<file path="src/rtl/ft_recovery_ctrl_pkg.sv">
// rtl/ft_recovery_ctrl_pkg.sv - shared types and helpers for the recovery sequencer
package ft_pkg;

    localparam int ERR_CNT_WIDTH = 8;

    typedef enum logic [2:0] {
        ST_IDLE,
        ST_HALT,
        ST_COPY,
        ST_DRAIN,
        ST_SHIFT,
        ST_RESUME,
        ST_FAIL
    } recovery_state_e;

    function automatic logic [ERR_CNT_WIDTH-1:0] sat_inc(input logic [ERR_CNT_WIDTH-1:0] v);
        return (&v) ? v : v + {{(ERR_CNT_WIDTH-1){1'b0}}, 1'b1};
    endfunction

endpackage

</file>
<file path="src/rtl/ft_recovery_ctrl_if.sv">
// rtl/ft_recovery_ctrl_if.sv - core handshake and register-file copy signals
interface ft_recovery_if
    import ft_pkg::*;
#(
    parameter int ADDR_WIDTH = 5,
    parameter int DATA_WIDTH = 32
) ();
    logic                     error_i;
    logic                     halted_i;
    logic                     halt_o;
    logic                     rf_re_o;
    logic [ADDR_WIDTH-1:0]    rf_raddr_o;
    logic [DATA_WIDTH-1:0]    rf_rdata_i;
    logic                     rf_we_o;
    logic [ADDR_WIDTH-1:0]    rf_waddr_o;
    logic [DATA_WIDTH-1:0]    rf_wdata_o;
    logic                     shift_o;
    logic                     resume_o;
    logic                     busy_o;
    logic                     fail_o;
    logic [ERR_CNT_WIDTH-1:0] err_count_o;

    modport slave (
        input  error_i, halted_i, rf_rdata_i,
        output halt_o, rf_re_o, rf_raddr_o, rf_we_o, rf_waddr_o, rf_wdata_o,
        output shift_o, resume_o, busy_o, fail_o, err_count_o
    );

    modport master (
        output error_i, halted_i, rf_rdata_i,
        input  halt_o, rf_re_o, rf_raddr_o, rf_we_o, rf_waddr_o, rf_wdata_o,
        input  shift_o, resume_o, busy_o, fail_o, err_count_o
    );
endinterface

</file>
<file path="src/rtl/ft_recovery_ctrl_addr_seq.sv">
// rtl/ft_recovery_ctrl_addr_seq.sv - read pointer and one-cycle-delayed write address
module ft_addr_seq #(
    parameter int ADDR_WIDTH = 5
) (
    input  logic                  clk_i,
    input  logic                  rst_ni,
    input  logic                  i_start,
    input  logic                  i_abort,
    input  logic                  i_issue,
    output logic                  o_last,
    output logic [ADDR_WIDTH-1:0] o_raddr,
    output logic [ADDR_WIDTH-1:0] o_waddr
);
    logic [ADDR_WIDTH-1:0] r_ptr;
    logic [ADDR_WIDTH-1:0] r_waddr;

    assign o_last  = &r_ptr;
    assign o_raddr = r_ptr;
    assign o_waddr = r_waddr;

    // ptr parks on all-ones so the drain cycle still writes the last register
    always_ff @(posedge clk_i) begin
        if (!rst_ni) begin
            r_ptr   <= '0;
            r_waddr <= '0;
        end else if (i_start || i_abort) begin
            r_ptr <= '0;
        end else if (i_issue) begin
            r_waddr <= r_ptr;
            if (!o_last) begin
                r_ptr <= r_ptr + 1'b1;
            end
        end
    end
endmodule

</file>
<file path="src/rtl/ft_recovery_ctrl.sv">
// rtl/ft_recovery_ctrl.sv - halt, copy golden RF into faulty RF, shift and resume
module ft_recovery_ctrl
    import ft_pkg::*;
#(
    parameter int ADDR_WIDTH = 5,
    parameter int DATA_WIDTH = 32,
    parameter int MAX_RETRY  = 3
) (
    input  logic        clk_i,
    input  logic        rst_ni,
    ft_recovery_if.slave bus
);
    localparam int RETRY_WIDTH = $clog2(MAX_RETRY + 1);
    localparam logic [RETRY_WIDTH-1:0] C_MAX_RETRY = RETRY_WIDTH'(MAX_RETRY);

    recovery_state_e          r_state;
    logic [RETRY_WIDTH-1:0]   r_retry_cnt;
    logic [ERR_CNT_WIDTH-1:0] r_err_count;

    logic                  w_start;
    logic                  w_abort;
    logic                  w_issue;
    logic                  w_last;
    logic                  w_we;
    logic [ADDR_WIDTH-1:0] w_raddr;
    logic [ADDR_WIDTH-1:0] w_waddr;
    logic [DATA_WIDTH-1:0] w_rdata;

    assign w_start = (r_state == ST_HALT) && bus.halted_i;
    assign w_abort = ((r_state == ST_COPY) || (r_state == ST_DRAIN) || (r_state == ST_SHIFT))
                     && bus.error_i;
    assign w_issue = (r_state == ST_COPY) && !bus.error_i;

    ft_addr_seq #(.ADDR_WIDTH(ADDR_WIDTH)) u_addr_seq (
        .clk_i   (clk_i),
        .rst_ni  (rst_ni),
        .i_start (w_start),
        .i_abort (w_abort),
        .i_issue (w_issue),
        .o_last  (w_last),
        .o_raddr (w_raddr),
        .o_waddr (w_waddr)
    );

    always_ff @(posedge clk_i) begin
        if (!rst_ni) begin
            r_state     <= ST_IDLE;
            r_retry_cnt <= '0;
            r_err_count <= '0;
        end else begin
            case (r_state)
                ST_IDLE: begin
                    if (bus.error_i) begin
                        r_state     <= ST_HALT;
                        r_err_count <= sat_inc(r_err_count);
                        r_retry_cnt <= '0;
                    end
                end
                ST_HALT: begin
                    if (bus.halted_i) begin
                        r_state <= ST_COPY;
                    end
                end
                ST_COPY, ST_DRAIN, ST_SHIFT: begin
                    if (bus.error_i) begin
                        if (r_retry_cnt < C_MAX_RETRY) begin
                            r_retry_cnt <= r_retry_cnt + 1'b1;
                            r_state     <= ST_COPY;
                        end else begin
                            r_state <= ST_FAIL;
                        end
                    end else if (r_state == ST_COPY) begin
                        if (w_last) begin
                            r_state <= ST_DRAIN;
                        end
                    end else if (r_state == ST_DRAIN) begin
                        r_state <= ST_SHIFT;
                    end else begin
                        r_state <= ST_RESUME;
                    end
                end
                ST_RESUME: r_state <= ST_IDLE;
                ST_FAIL:   r_state <= ST_FAIL;
                default:   r_state <= ST_IDLE;
            endcase
        end
    end

    // ptr is only zero on the first copy cycle, when no read data is available yet
    assign w_we    = ((r_state == ST_COPY) && (w_raddr != '0)) || (r_state == ST_DRAIN);
    assign w_rdata = bus.rf_rdata_i;

    assign bus.halt_o      = (r_state == ST_HALT) || (r_state == ST_COPY) || (r_state == ST_DRAIN)
                             || (r_state == ST_SHIFT) || (r_state == ST_FAIL);
    assign bus.rf_re_o     = (r_state == ST_COPY);
    assign bus.rf_raddr_o  = (r_state == ST_COPY) ? w_raddr : '0;
    assign bus.rf_we_o     = w_we && !bus.error_i;
    assign bus.rf_waddr_o  = w_we ? w_waddr : '0;
    assign bus.rf_wdata_o  = w_rdata;
    assign bus.shift_o     = (r_state == ST_SHIFT);
    assign bus.resume_o    = (r_state == ST_RESUME);
    assign bus.busy_o      = (r_state != ST_IDLE);
    assign bus.fail_o      = (r_state == ST_FAIL);
    assign bus.err_count_o = r_err_count;
endmodule
</file>
<file path="src/flat_wrapper.sv">
// flat-port wrapper written by rule: the top's interface ports become plain ports
module ft_recovery_ctrl_flat import ft_pkg::*;
#(
    parameter int ADDR_WIDTH = 5,
    parameter int DATA_WIDTH = 32,
    parameter int MAX_RETRY  = 3
)
  (clk_i, rst_ni, bus_error_i, bus_halted_i, bus_rf_rdata_i, bus_halt_o, bus_rf_re_o, bus_rf_raddr_o, bus_rf_we_o, bus_rf_waddr_o, bus_rf_wdata_o, bus_shift_o, bus_resume_o, bus_busy_o, bus_fail_o, bus_err_count_o);
  ft_recovery_if #(.ADDR_WIDTH(ADDR_WIDTH), .DATA_WIDTH(DATA_WIDTH)) bus_i ();
  input  logic clk_i;
  input  logic rst_ni;
  input wire logic [$bits(bus_i.error_i)-1:0] bus_error_i;
  input wire logic [$bits(bus_i.halted_i)-1:0] bus_halted_i;
  input wire logic [$bits(bus_i.rf_rdata_i)-1:0] bus_rf_rdata_i;
  output wire logic [$bits(bus_i.halt_o)-1:0] bus_halt_o;
  output wire logic [$bits(bus_i.rf_re_o)-1:0] bus_rf_re_o;
  output wire logic [$bits(bus_i.rf_raddr_o)-1:0] bus_rf_raddr_o;
  output wire logic [$bits(bus_i.rf_we_o)-1:0] bus_rf_we_o;
  output wire logic [$bits(bus_i.rf_waddr_o)-1:0] bus_rf_waddr_o;
  output wire logic [$bits(bus_i.rf_wdata_o)-1:0] bus_rf_wdata_o;
  output wire logic [$bits(bus_i.shift_o)-1:0] bus_shift_o;
  output wire logic [$bits(bus_i.resume_o)-1:0] bus_resume_o;
  output wire logic [$bits(bus_i.busy_o)-1:0] bus_busy_o;
  output wire logic [$bits(bus_i.fail_o)-1:0] bus_fail_o;
  output wire logic [$bits(bus_i.err_count_o)-1:0] bus_err_count_o;
  assign bus_i.error_i = bus_error_i;
  assign bus_i.halted_i = bus_halted_i;
  assign bus_i.rf_rdata_i = bus_rf_rdata_i;
  assign bus_halt_o = bus_i.halt_o;
  assign bus_rf_re_o = bus_i.rf_re_o;
  assign bus_rf_raddr_o = bus_i.rf_raddr_o;
  assign bus_rf_we_o = bus_i.rf_we_o;
  assign bus_rf_waddr_o = bus_i.rf_waddr_o;
  assign bus_rf_wdata_o = bus_i.rf_wdata_o;
  assign bus_shift_o = bus_i.shift_o;
  assign bus_resume_o = bus_i.resume_o;
  assign bus_busy_o = bus_i.busy_o;
  assign bus_fail_o = bus_i.fail_o;
  assign bus_err_count_o = bus_i.err_count_o;
  ft_recovery_ctrl #(.ADDR_WIDTH(ADDR_WIDTH), .DATA_WIDTH(DATA_WIDTH), .MAX_RETRY(MAX_RETRY)) u_core (.clk_i(clk_i), .rst_ni(rst_ni), .bus(bus_i));
endmodule
</file>
<file path="config.mk">
export PLATFORM = sky130hd
export DESIGN_NAME = ft_recovery_ctrl_flat
export DESIGN_NICKNAME = d
export VERILOG_FILES = /design/src/rtl/ft_recovery_ctrl_pkg.sv /design/src/rtl/ft_recovery_ctrl_if.sv /design/src/rtl/ft_recovery_ctrl_addr_seq.sv /design/src/rtl/ft_recovery_ctrl.sv /design/src/flat_wrapper.sv
export SDC_FILE = /design/constraint.sdc
export NUM_CORES = 1
export LEC_CHECK = 0
export BUFFER_PORTS_ARGS = -buffer_cell sky130_fd_sc_hd__clkbuf_2
export CAP_MARGIN = 10
export CORE_MARGIN = 8
export CORE_UTILIZATION = 47
export DETAILED_ROUTE_END_ITERATION = 10
export PLACE_DENSITY = 0.95
export SLEW_MARGIN = 20
export SYNTH_ARGS = -nofsm -noshare
export SYNTH_HDL_FRONTEND = slang
export SYNTH_SLANG_ARGS = --single-unit
</file>
<file path="constraint.sdc">
create_clock -name clk_i -period 4.25 [get_ports clk_i]
set_input_delay 0.2125 -clock clk_i [delete_from_list [all_inputs] [get_ports clk_i]]
set_output_delay 0.2125 -clock clk_i [all_outputs]
set_load 0.01 [all_outputs]
</file>
==> out/qor.txt <==
Status - completed
# IOs - 93
Synth top area share - 0.286
Latest clock arrival within the worst-skew pair - 0.32 ns
Core region area - 3310 um2
Reg2Reg Setup Slack - 2.38 ns
DRC - 0
Synth top cells by count - 33 x buf_4, 23 x dfxtp_1, 18 x nand2_1
Post-Syn Area - 1610 um2
Worst hold endpoint - u_core.r_state[0]
Vias per cell - 5.38
Clock transition at the registers of the reported paths - 0.13 ns
Starting Density - 0.486
Yosys warning total - 0
Cells after Synth - 190
DIE HEIGHT - 74.5 um
Final ANT Viol Nets - 0
Min Clock Period, post-route - 2.12 ns
Worst hold stages - 3
Top post-synthesis cells by area - dfxtp_1 29%, buf_4 15%, and2_1 5.1%
Syn_nets - 231
H-tree levels - 1
Routed wire length on met3 - 323 um
Die extent in x - 74.5 um
Fmax - 0.472 GHz
DRT met1 WL - 1.30 mm
Vias - 1,227
Post-route clock period utilization - 0.499
VDD IR max - 160 uV
CP endpoint kind - output pin
Fraction of layout cells with a size suffix above 1 - 0.220
Worst-path cell chain - nand2b_1 > a21oi_1 > and2_1 > clkbuf_2
Post-synth EDFFs - 0
Critical R2R Capture - u_core.u_addr_seq.o_raddr[3]
Hold Buf Count CTS - 0
HP Start - bus_halted_i
Diode count - 0
Num Clock Sinks - 23
Met2 wire length - 1.47 mm
Worst clock skew - 0.0126 ns
CTS tree - yes
WP data arrival - 1.91 ns
Clock root cell - clkbuf_4
Setup bufs post-CTS - 0
Highest metal used - met4
Vias in the first global route - 1,134
Detail Placement HPWL - 2.36 mm
Worst-margin pin slew - 0.639 ns
Register area share after synthesis - 0.286
GRT Total Usage - 0.114
CTS Buffer Depth - 2
CP Class - reg2out
Placed inst area - 1500 um2
Relative slew slack - 0.573
Final Hold Viols - 0
DRT Wirelength - 3.11 mm
Row count - 21
Drt pass-1 iters - 4
Syn_area_per_cell - 8.48 um2
Hold Path Class - in2reg
Worst hold slack - 0.265 ns
Crit-path max cell delay - 0.66 ns
Post_cts resized - 0
Total grt overflow - 0
Max FO, Critical Path - 16
Synth cell types - 45
Final nets - 224
Post-synth ARST share - 0
Fin area - 1530 um2
Most frequent cell after synthesis - buf_4
Final setup fails - 0
Area growth from synthesis to layout - -4.90%
DR iter-0 viols - 86
Ys flop type - dfxtp_1
First-pass GRT wire length - 5.13 mm
Reg2Reg Depth - 4
RSZ-0062 raised after global routing - no
Reg2reg start - u_core.r_state[1]
Crit-path slowest cell - dfxtp_1
Crit start category - flop
Max cap viols - 0
Initial antenna violation count - 0
CTS buffer count - 3
Yosys reg bits - 23
CP required - 4.04 ns
Setup TNS - 0 ns
Largest net degree at the start of global routing - 22
Placer Congestion - 0.848
Max-slew violations - 0
Number of port buffers - 28
PwrDens - 256 nW/um2
Static leakage - 0.000609 uW
Wire per inst - 13.7 um
Yosys top cell by area - dfxtp_1
Die area - 5560 um2
sequential cells by signal (all words and copies together), names as in the netlist:
register,cells
u_core.bus.err_count_o,8
u_core.u_addr_seq.o_raddr,5
u_core.u_addr_seq.o_waddr,5
u_core.r_state,3
u_core.r_retry_cnt,2
report_power, final:
group	internal, uW	switching, uW
logic	26.1	32.2
clock network	35.2	65.7
registers	221	12.4
total	282	110
layer usage:
| layer | vias up | global-route usage |
|---|---|---|
| li1 | 599 | - |
| met1 | 574 | 0.138 |
| met2 | 50 | 0.181 |
| met3 | 4 | 0.0512 |
| met4 | 0 | 0.0196 |
| met5 | - | 0 |
how the worst max path moves through the flow:
stage                                      start                      endpoint  slack [ns]  cells after the start
floorplan           u_core.u_addr_seq.o_raddr[0]             u_core.r_state[0]        2.60                      7
global placement               u_core.r_state[1]  u_core.u_addr_seq.o_raddr[3]        2.43                      4
detailed placement             u_core.r_state[1]  u_core.u_addr_seq.o_raddr[3]        2.38                      4
CTS                            u_core.r_state[1]             bus_rf_waddr_o[0]        2.12                      4
global route                   u_core.r_state[1]             bus_rf_waddr_o[1]        1.87                      4
finish                         u_core.r_state[1]             bus_rf_waddr_o[0]        2.13                      4
logic make-up after synthesis:
family / share of synthesized area
simple gates: 0.273
buf+inv: 0.203
compound gates: 0.148
flops: 0.286
xor+xnor: 0.0326
fa+ha+maj: 0.0389
mux: 0.0186
worst max-delay path: cells and delay by family (launching register included):
| family | cells | cell delay, ns |
|---|---|---|
| flip-flops | 1 | 0.66 |
| AND/OR/NAND/NOR | 2 | 0.45 |
| AO/OA/AOI/OAI | 1 | 0.36 |
| buffers and inverters | 1 | 0.13 |
cell usage in the layout, fill, tap and decap left out, types with 3 or more instances in the layout:
| cell | Yosys | final |
|---|---|---|
| xnor2_1 | 6 | 6 |
| inv_1 | 6 | 6 |
| clkbuf_2 | 0 | 28 |
| ha_1 | 5 | 5 |
| nand3_1 | 8 | 8 |
| mux2i_1 | 3 | 3 |
| o21a_1 | 6 | 6 |
| and2_1 | 13 | 13 |
| a21oi_1 | 5 | 5 |
| a21boi_0 | 6 | 6 |
| o21ai_0 | 4 | 4 |
| clkbuf_4 | 0 | 3 |
| nor2_1 | 10 | 10 |
| dfxtp_1 | 23 | 23 |
| nand2_1 | 18 | 18 |
| nor3_1 | 4 | 4 |
| nand2b_1 | 3 | 3 |
| o211ai_1 | 3 | 3 |
through the flow:
step,std cells,setup slack [ns],total power [uW],util
CTS,228,2.12,395,0.463
detailed placement,224,2.38,296,0.454
global route,228,1.87,414,0.463
finish,228,2.13,392,0.463
global placement,224,2.43,294,0.454
floorplan,190,2.60,316,-
cell type report:
class | count | area, um2
Tap cell | 46 | 57.6
Fill cell | 348 | 1780
Timing Repair Buffer | 28 | 140
Sequential cell | 23 | 460
Multi-Input combinational cell | 121 | 823
Clock inverter | 1 | 5.00
Inverter | 6 | 22.5
Clock buffer | 3 | 22.5
(Power assumes the default switching activity.)
